File: config.mk
export PLATFORM = sky130hd
export DESIGN_NAME = multicycle_control
export DESIGN_NICKNAME = d
export VERILOG_FILES = /design/src/rtl/multicycle_control.sv
export SDC_FILE = /design/constraint.sdc
export NUM_CORES = 1
export LEC_CHECK = 0
export ABC_AREA = 1
export CAP_MARGIN = 20
export CORE_MARGIN = 4
export CORE_UTILIZATION = 25
export DETAILED_ROUTE_END_ITERATION = 8
export GPL_TIMING_DRIVEN = 0
export HOLD_SLACK_MARGIN = 0.15
export PLACE_DENSITY_LB_ADDON = 0.25
export SYNTH_ARGS = -nofsm -noshare
export SYNTH_HDL_FRONTEND = slang
export SYNTH_SLANG_ARGS = --single-unit
export TNS_END_PERCENT = 50
File: constraint.sdc
create_clock -name clk -period 4.6 [get_ports clk]
set_clock_uncertainty 0.1 [all_clocks]
set_input_delay 0.92 -clock clk [delete_from_list [all_inputs] [get_ports clk]]
set_output_delay 0.92 -clock clk [all_outputs]
set_load 0.01 [all_outputs]
File: src/rtl/multicycle_control.sv
// multicycle_control: steps each MIPS instruction through FETCH/DECODE/EXEC/MEM/WB,
// drives the datapath strobes per state, stalls on mem_ready, and halts on
// SYSCALL, illegal encodings or a memory access that never completes.
module multicycle_control #(
  parameter int ALUOP_W     = 6,
  parameter int CNT_W       = 32,
  parameter int MEM_TIMEOUT = 64
) (
  input  logic               clk,
  input  logic               reset,
  input  logic [5:0]         opcode,
  input  logic [5:0]         funct,
  input  logic               zero,
  input  logic               mem_ready,
  output logic               PCWrite,
  output logic               IRWrite,
  output logic               MemRead,
  output logic               MemWrite,
  output logic               RegWrite,
  output logic               RegDst,
  output logic               MemtoReg,
  output logic               ALUSrc,
  output logic               WriDataSel,
  output logic               JumpSel,
  output logic [1:0]         PCSrc,
  output logic [ALUOP_W-1:0] ALUOp,
  output logic               halted,
  output logic [1:0]         err,
  output logic [CNT_W-1:0]   instr_count
);

  localparam logic [5:0] OP_RTYPE = 6'b000000;
  localparam logic [5:0] OP_J     = 6'b000010;
  localparam logic [5:0] OP_JAL   = 6'b000011;
  localparam logic [5:0] OP_BNE   = 6'b000101;
  localparam logic [5:0] OP_XORI  = 6'b001110;
  localparam logic [5:0] OP_LW    = 6'b100011;
  localparam logic [5:0] OP_SW    = 6'b101011;

  localparam logic [5:0] F_NOOP    = 6'b000000;
  localparam logic [5:0] F_JR      = 6'b001000;
  localparam logic [5:0] F_SYSCALL = 6'b001100;
  localparam logic [5:0] F_ADD     = 6'b100000;
  localparam logic [5:0] F_SUB     = 6'b100010;
  localparam logic [5:0] F_SLT     = 6'b101010;

  localparam logic [5:0] ALU_ADD = 6'b100000;
  localparam logic [5:0] ALU_SUB = 6'b100010;
  localparam logic [5:0] ALU_SLT = 6'b101010;
  localparam logic [5:0] ALU_XOR = 6'b100110;
  localparam logic [5:0] ALU_NOP = 6'b101100;

  localparam logic [1:0] ERR_NONE    = 2'd0;
  localparam logic [1:0] ERR_ILLEGAL = 2'd1;
  localparam logic [1:0] ERR_TIMEOUT = 2'd2;

  // Wait counter only has to reach MEM_TIMEOUT; width 1 when the timeout is disabled.
  localparam int WAIT_W = (MEM_TIMEOUT > 0) ? $clog2(MEM_TIMEOUT + 1) : 1;
  localparam logic [WAIT_W-1:0] TIMEOUT_V = WAIT_W'(MEM_TIMEOUT);

  typedef enum logic [2:0] {
    S_FETCH  = 3'd0,
    S_DECODE = 3'd1,
    S_EXEC   = 3'd2,
    S_MEM    = 3'd3,
    S_WB     = 3'd4,
    S_HALT   = 3'd5
  } state_t;

  state_t             state_q, state_d;
  logic               halted_q, halted_d;
  logic [1:0]         err_q, err_d;
  logic [CNT_W-1:0]   cnt_q, cnt_d;
  logic [WAIT_W-1:0]  wait_q, wait_d;

  logic               pc_write_s, ir_write_s, mem_read_s, mem_write_s, reg_write_s;
  logic               reg_dst_s, memto_reg_s, alu_src_s, wri_data_sel_s, jump_sel_s;
  logic [1:0]         pc_src_s;
  logic [5:0]         alu_code_s;
  logic               retire_s;
  logic [WAIT_W-1:0]  wait_inc_s;
  logic               timeout_s;

  // Stall-limit detection: this stall cycle would be the MEM_TIMEOUT-th one.
  always_comb begin
    wait_inc_s = wait_q + WAIT_W'(1);
    timeout_s  = (MEM_TIMEOUT != 0) && !mem_ready && (wait_inc_s == TIMEOUT_V);
  end

  // Next-state and per-state datapath controls; everything defaults to idle/no-op.
  always_comb begin
    state_d        = state_q;
    err_d          = err_q;
    pc_write_s     = 1'b0;
    ir_write_s     = 1'b0;
    mem_read_s     = 1'b0;
    mem_write_s    = 1'b0;
    reg_write_s    = 1'b0;
    reg_dst_s      = 1'b0;
    memto_reg_s    = 1'b0;
    alu_src_s      = 1'b0;
    wri_data_sel_s = 1'b0;
    jump_sel_s     = 1'b0;
    pc_src_s       = 2'd0;
    alu_code_s     = ALU_NOP;
    retire_s       = 1'b0;
    case (state_q)
      S_FETCH: begin
        mem_read_s = 1'b1;
        if (mem_ready) begin
          ir_write_s = 1'b1;
          pc_write_s = 1'b1;
          state_d    = S_DECODE;
        end else if (timeout_s) begin
          state_d = S_HALT;
          err_d   = ERR_TIMEOUT;
        end else begin
          state_d = S_FETCH;
        end
      end
      S_DECODE: begin
        if (opcode == OP_RTYPE) begin
          case (funct)
            F_ADD, F_SUB, F_SLT: state_d = S_EXEC;
            F_JR: begin
              pc_write_s = 1'b1;
              pc_src_s   = 2'd3;
              jump_sel_s = 1'b1;
              retire_s   = 1'b1;
              state_d    = S_FETCH;
            end
            F_NOOP: begin
              retire_s = 1'b1;
              state_d  = S_FETCH;
            end
            F_SYSCALL: begin
              state_d = S_HALT;
              err_d   = ERR_NONE;
            end
            default: begin
              state_d = S_HALT;
              err_d   = ERR_ILLEGAL;
            end
          endcase
        end else begin
          case (opcode)
            OP_LW, OP_SW, OP_BNE, OP_XORI: state_d = S_EXEC;
            OP_J, OP_JAL: begin
              pc_write_s  = 1'b1;
              pc_src_s    = 2'd2;
              reg_write_s = (opcode == OP_JAL);
              retire_s    = 1'b1;
              state_d     = S_FETCH;
            end
            default: begin
              state_d = S_HALT;
              err_d   = ERR_ILLEGAL;
            end
          endcase
        end
      end
      S_EXEC: begin
        if (opcode == OP_RTYPE) begin
          case (funct)
            F_ADD: begin alu_code_s = ALU_ADD; state_d = S_WB; end
            F_SUB: begin alu_code_s = ALU_SUB; state_d = S_WB; end
            F_SLT: begin alu_code_s = ALU_SLT; state_d = S_WB; end
            default: begin
              state_d = S_HALT;
              err_d   = ERR_ILLEGAL;
            end
          endcase
        end else begin
          case (opcode)
            OP_LW, OP_SW: begin
              alu_code_s = ALU_ADD;
              alu_src_s  = 1'b1;
              state_d    = S_MEM;
            end
            OP_XORI: begin
              alu_code_s = ALU_XOR;
              alu_src_s  = 1'b1;
              state_d    = S_WB;
            end
            OP_BNE: begin
              alu_code_s = ALU_SUB;
              if (!zero) begin
                pc_write_s = 1'b1;
                pc_src_s   = 2'd1;
              end else begin
                pc_write_s = 1'b0;
              end
              retire_s = 1'b1;
              state_d  = S_FETCH;
            end
            default: begin
              state_d = S_HALT;
              err_d   = ERR_ILLEGAL;
            end
          endcase
        end
      end
      S_MEM: begin
        case (opcode)
          OP_LW: begin
            mem_read_s = 1'b1;
            if (mem_ready) begin
              state_d = S_WB;
            end else if (timeout_s) begin
              state_d = S_HALT;
              err_d   = ERR_TIMEOUT;
            end else begin
              state_d = S_MEM;
            end
          end
          OP_SW: begin
            mem_write_s = 1'b1;
            if (mem_ready) begin
              retire_s = 1'b1;
              state_d  = S_FETCH;
            end else if (timeout_s) begin
              state_d = S_HALT;
              err_d   = ERR_TIMEOUT;
            end else begin
              state_d = S_MEM;
            end
          end
          default: begin
            state_d = S_HALT;
            err_d   = ERR_ILLEGAL;
          end
        endcase
      end
      S_WB: begin
        case (opcode)
          OP_RTYPE: begin
            reg_write_s = 1'b1;
            reg_dst_s   = 1'b1;
            retire_s    = 1'b1;
            state_d     = S_FETCH;
          end
          OP_LW: begin
            reg_write_s    = 1'b1;
            memto_reg_s    = 1'b1;
            wri_data_sel_s = 1'b1;
            retire_s       = 1'b1;
            state_d        = S_FETCH;
          end
          OP_XORI: begin
            reg_write_s = 1'b1;
            retire_s    = 1'b1;
            state_d     = S_FETCH;
          end
          default: begin
            state_d = S_HALT;
            err_d   = ERR_ILLEGAL;
          end
        endcase
      end
      S_HALT: state_d = S_HALT;
      default: begin
        state_d = S_HALT;
        err_d   = ERR_ILLEGAL;
      end
    endcase
  end

  // Bookkeeping: halt flag, saturating retire counter, per-access stall counter.
  always_comb begin
    halted_d = (state_d == S_HALT);
    if (retire_s && (cnt_q != {CNT_W{1'b1}})) begin
      cnt_d = cnt_q + CNT_W'(1);
    end else begin
      cnt_d = cnt_q;
    end
    if (state_d != state_q) begin
      wait_d = {WAIT_W{1'b0}};
    end else if (((state_q == S_FETCH) || (state_q == S_MEM)) && !mem_ready) begin
      wait_d = wait_inc_s;
    end else begin
      wait_d = wait_q;
    end
  end

  // State and status registers with synchronous reset.
  always_ff @(posedge clk) begin
    if (reset) begin
      state_q  <= S_FETCH;
      halted_q <= 1'b0;
      err_q    <= ERR_NONE;
      cnt_q    <= {CNT_W{1'b0}};
      wait_q   <= {WAIT_W{1'b0}};
    end else begin
      state_q  <= state_d;
      halted_q <= halted_d;
      err_q    <= err_d;
      cnt_q    <= cnt_d;
      wait_q   <= wait_d;
    end
  end

  // ALU code zero-extended to the configured ALUOp width.
  always_comb begin
    ALUOp      = {ALUOP_W{1'b0}};
    ALUOp[5:0] = alu_code_s;
  end

  // Strobes are suppressed while reset is held so an abandoned access has no effect.
  assign PCWrite     = pc_write_s  & ~reset;
  assign IRWrite     = ir_write_s  & ~reset;
  assign MemRead     = mem_read_s  & ~reset;
  assign MemWrite    = mem_write_s & ~reset;
  assign RegWrite    = reg_write_s & ~reset;
  assign RegDst      = reg_dst_s;
  assign MemtoReg    = memto_reg_s;
  assign ALUSrc      = alu_src_s;
  assign WriDataSel  = wri_data_sel_s;
  assign JumpSel     = jump_sel_s;
  assign PCSrc       = pc_src_s;
  assign halted      = halted_q;
  assign err         = err_q;
  assign instr_count = cnt_q;

endmodule

======== Word-level counts from Yosys, hierarchy flattened ========
Index checks and enable logic that the tools add are counted.
operators by class
  $add $sub $neg .......................... 2
  eq/ne operators ......................... 25
  muxes and demuxes ....................... 67
  bitwise operators ....................... 7
  reductions and logical operators ........ 19
operator list
  operator               count
  $add 32x1->32 const B  1
  $ne 32x32->1 const B   1
  $mux 1                 31
  $eq 6x6->1 const B     5
  $mux 2                 12
  $mux 3                 8
  $pmux 4 s3             2
  $eq 6x4->1 const B     3
  $pmux 3 s2             3
  $pmux 3 s5             1
  $eq 6x2->1 const B     2
  $logic_not 6->1        2
  $mux 6                 2
  $ne 3x3->1 const B     4
  $pmux 2 s6             1
  $eq 3x3->1 const B     3
  $pmux 3 s3             1
  $reduce_or 3->1        3
  $pmux 2 s2             2
  $reduce_or 2->1        4
  $add 7x1->7 const B    1
  $eq 7x7->1 const B     1
  $eq 3x2->1 const B     2
  $eq 6x3->1 const B     1
  16 further kinds       24
word-level totals
  flip-flop bits (word level) ............. 45
  input port bits ......................... 16
  output and inout port bits .............. 53
  word-level logic and storage cells ...... 125

======== Longest topological paths before layout ========
  depth in word-level cells ............... 9
  mapped depth ............................ 15
  depth with buffers taken out ............ 15

======== Least setup slack after synthesis ========
No wires, ideal clock.
  path type ............................... input to output
  from .................................... input port opcode[4]
  to ...................................... output port PCWrite
  data arrival time ....................... 1.957 ns
  data required time ...................... 3.580 ns
  setup slack ............................. 1.623 ns
  stages on the path ...................... 8
  buffers on the path ..................... 0
  path through ............................ nor2_4 -> nand3_1 -> nor2_1 -> inv_1 -> or2_2 -> o21ai_0 -> a21oi_1 -> nor2_1
on the way
  cells in the longest elaborated chain, start to end .. 6
  elaborated cells on any way between the ends .. 11
  classes of those cells .................. eq/ne: 3; mux: 5; bitwise: 1; reduce/logical: 2
RTL lines
  element             RTL line  RTL
  start: declaration  11        input logic [5:0] opcode,
  $eq 6x2->1          146       case (opcode)
  $reduce_or 2->1     --
  $mux 1              146
  $mux 1              122       if (opcode == OP_RTYPE) begin
  $pmux 1 s3 (*)      107       case (state_q)
  $and 1x1->1 (*)     309       assign PCWrite = pc_write_s & ~reset;
  end: declaration    15        output logic PCWrite,
Mark *: on every way between the ends. The rest lies on a longest branch, timed or not.

======== Final worst setup path ========
  from .................................... input port opcode[3]
  to ...................................... output port PCWrite
The elaborated chain is that of the path after synthesis.

==> results.yml <==
status:
  status: "finished clean"
route:
  detail_route.vias_per_cell: 4.563
  wirelength_microns: 9865
  wire_per_inst_microns: 12.85
  drt-initial-drc-count: 205
  vias: 3504
  route.detailed.drc: 0
  drtPass1Iterations: 5
  ant_nets: 0
synth:
  synthFlopType: "dfxtp_1"
  yosys-top-cells-count: "140 x nand2_1, 83 x nor2_1, 56 x inv_1, 45 x dfxtp_1, 31 x a21oi_1"
  synth_area_leaders: "dfxtp_1 27%, nand2_1 16%, nor2_1 9.5%"
  yosys.area.top_type: "dfxtp_1"
  yosys_warnings: 0
  syn_area_sq_um: 3286
  synth_seq_cells: 45
  synthCells: 522
  postSynth.asyncResetShare_pct: 0
  avgSynthCellArea_sq_um: 6.294
  yosysMostFrequentCell: "nand2_1"
  synth_cell_types: 42
  synth_edf_count: 0
  yosysTopAreaCellShare_pct: 27.42
  ys_seq_area_share_pct: 27.42
sta:
  finalSetupTns_ns: 0
  worst_slack_ns: 0.3358
  clock.fmax_mhz: 234.5
  fin_crit_sh_pct: 92.70
  fin_crit_ns: 4.264
  slew_violations: 0
  worstMarginPinSlew_ns: 0.6190
  setup-violations-final: 0
  slew_headroom_pct: 58.74
  rsz0062_at_grt: "false"
  hold_viol_final: 0
clocking:
  cts_tree: "done"
  cts_buffers: 5
  hold_buffers: 0
  clk_path_buf_depth: 2
  cts_num_sinks: 45
  cts.clk_slew.worst_paths_ns: 0.06
  cts_setup_buffers: 0
  ctsResizeCount: 0
  htree_levels: 2
  clkLatencyLatePin_ns: 0.29
  clockRootBuffer: "clkbuf_16"
setup_path:
  cp_cell_sequence: "clkdlybuf4s50_1 -> nor2_2 -> nand3_2 -> nand2_1 -> nor2_1 -> inv_1 -> or2_2 -> o21ai_0 -> a21oi_1 -> nor2_1 -> clkdlybuf4s50_1"
  timing.rr.start: "instr_count[0]$_SDFFE_PP0P_"
  required_ns: 3.58
  cp-end-kind: "primary output"
  startpoint: "opcode[3]"
  max_stage_delay_ns: 0.66
  startpoint_type: "input port"
  worst_ep_arrival_time_ns: 3.24
  crit_type: "input port to primary output"
  slowest_stage: "clkdlybuf4s50_1"
  critPathMaxFanout: 7
global_routing:
  overflow: 0
  grt_max_degree: 14
  grt_pass1_wl_microns: 16340
  grt_pass1_vias: 3338
  antenna_found_initial: 0
  gr-usage-all-layers_pct: 13.46
placement:
  io_buffers: 65
  preCtsSetupSlack_ns: 0.3484
  dp_hpwl_microns: 8109
  gp_congestion: 0.9025
  dpl_cell_area_sq_um: 4155
floorplan:
  die_h_microns: 122.6
  die_w_microns: 122.6
  core_area_sq_um: 12720
  start_util_pct: 25.83
  die-area_sq_um: 15040
  io_pins: 69
  rows: 41
pwr:
  vdd_drop_max_mv: 0.1863
  power_leakage_uw: 0.001609
  power.density_nw_per_um2: 219.2
layout:
  stdcell_area_sq_um: 4295
  final_layout_size_suffix_gt1_share_pct: 7.718
  area_growth_syn_to_layout_pct: 30.73
  final_nets: 613
  antenna_cells: 0
run:
  maxCapViolCount: 0
worst_hold_path:
  worstHoldPathType: "flop to flop"
  min_from: "err[0]$_SDFFE_PP0P_"
critical path: cells and delay by family:
family / cells / cell delay [ns]
AO/OA/AOI/OAI: 2 / 0.20
AND/OR/NAND/NOR: 6 / 0.82
buffers and inverters: 3 / 1.30
metrics by stage:
step / utilization [%] / hold WS, ns / total power [uW] / std cells
floorplan: - / 0.3827 / 533.5 / 523
global placement: 32.66 / 0.3607 / 592.9 / 760
detailed placement: 32.66 / 0.3752 / 596.5 / 760
CTS: 33.76 / 0.3847 / 952.6 / 768
global route: 33.76 / 0.4260 / 994.2 / 768
finish: 33.76 / 0.3775 / 941.4 / 768
final timing paths:
check	end	slack (ns)	cells past startpoint
max reg2reg	instr_count[29]$_SDFFE_PP0P_	2.35	11
min	err[0]$_SDFFE_PP0P_	0.38	2
max	PCWrite	0.34	11
min reg2reg	err[0]$_SDFFE_PP0P_	0.38	2
layout by cell type, fill, tap and decap left out, types with 4 or more instances in the layout:
master           instances
nand2_1                140
nor2_1                  83
clkdlybuf4s50_1         65
inv_1                   56
dfxtp_1                 45
a21oi_1                 31
nand3_1                 26
o21ai_0                 24
xor2_1                  19
nor3_1                  14
nand4_1                 11
nor4_1                   8
xnor2_1                  8
a21oi_2                  6
nor2_2                   5
clkbuf_1                 5
clkbuf_16                5
buf_4                    4
sequential cells by signal (all words and copies together) (netlist names):
signal / cells
err: 2
halted: 1
state_q: 3
wait_q: 7
instr_count: 32
kinds of logic after synthesis:
| family | count (synthesis) | synth area share, % |
|---|---|---|
| other | 2 | 0.2286 |
| multiplexers | 1 | 0.3047 |
| AO/OA/AOI/OAI | 65 | 10.93 |
| adder cells (fa/ha/maj) | 2 | 0.7615 |
| buffers and inverters | 74 | 10.55 |
| XOR/XNOR | 27 | 7.197 |
| AND/OR/NAND/NOR | 306 | 42.61 |
| flip-flops | 45 | 27.42 |
where the power goes:
| part | total (uW) | switching (uW) | internal [uW] |
|---|---|---|---|
| clock | 354 | 152 | 202 |
| sequential | 411 | 10.1 | 401 |
| combinational | 176 | 107 | 68.8 |
| total | 941 | 269 | 672 |
final cells by class:
type | count | area [sq um]
clock buffers | 7 | 132.6
plain buffers | 13 | 112.6
well taps | 172 | 215.2
inverters | 61 | 234.0
flip-flops and latches | 45 | 900.9
multi-input cells | 404 | 2042
clock inverters | 1 | 7.507
fillers | 1448 | 8427
repair buffers | 65 | 650.6
layer usage:
metal	up-vias	share of wire [%]	routed length, microns	GRT usage (%)
met5	-	0	0	0
met4	0	1.0	102	3.359
met3	7	6.3	625	2.258
met2	103	46	4551	22.09
met1	1584	46	4587	18.39
li1	1810	-	-	-
Note: power is estimated with default switching activity, not from simulation.
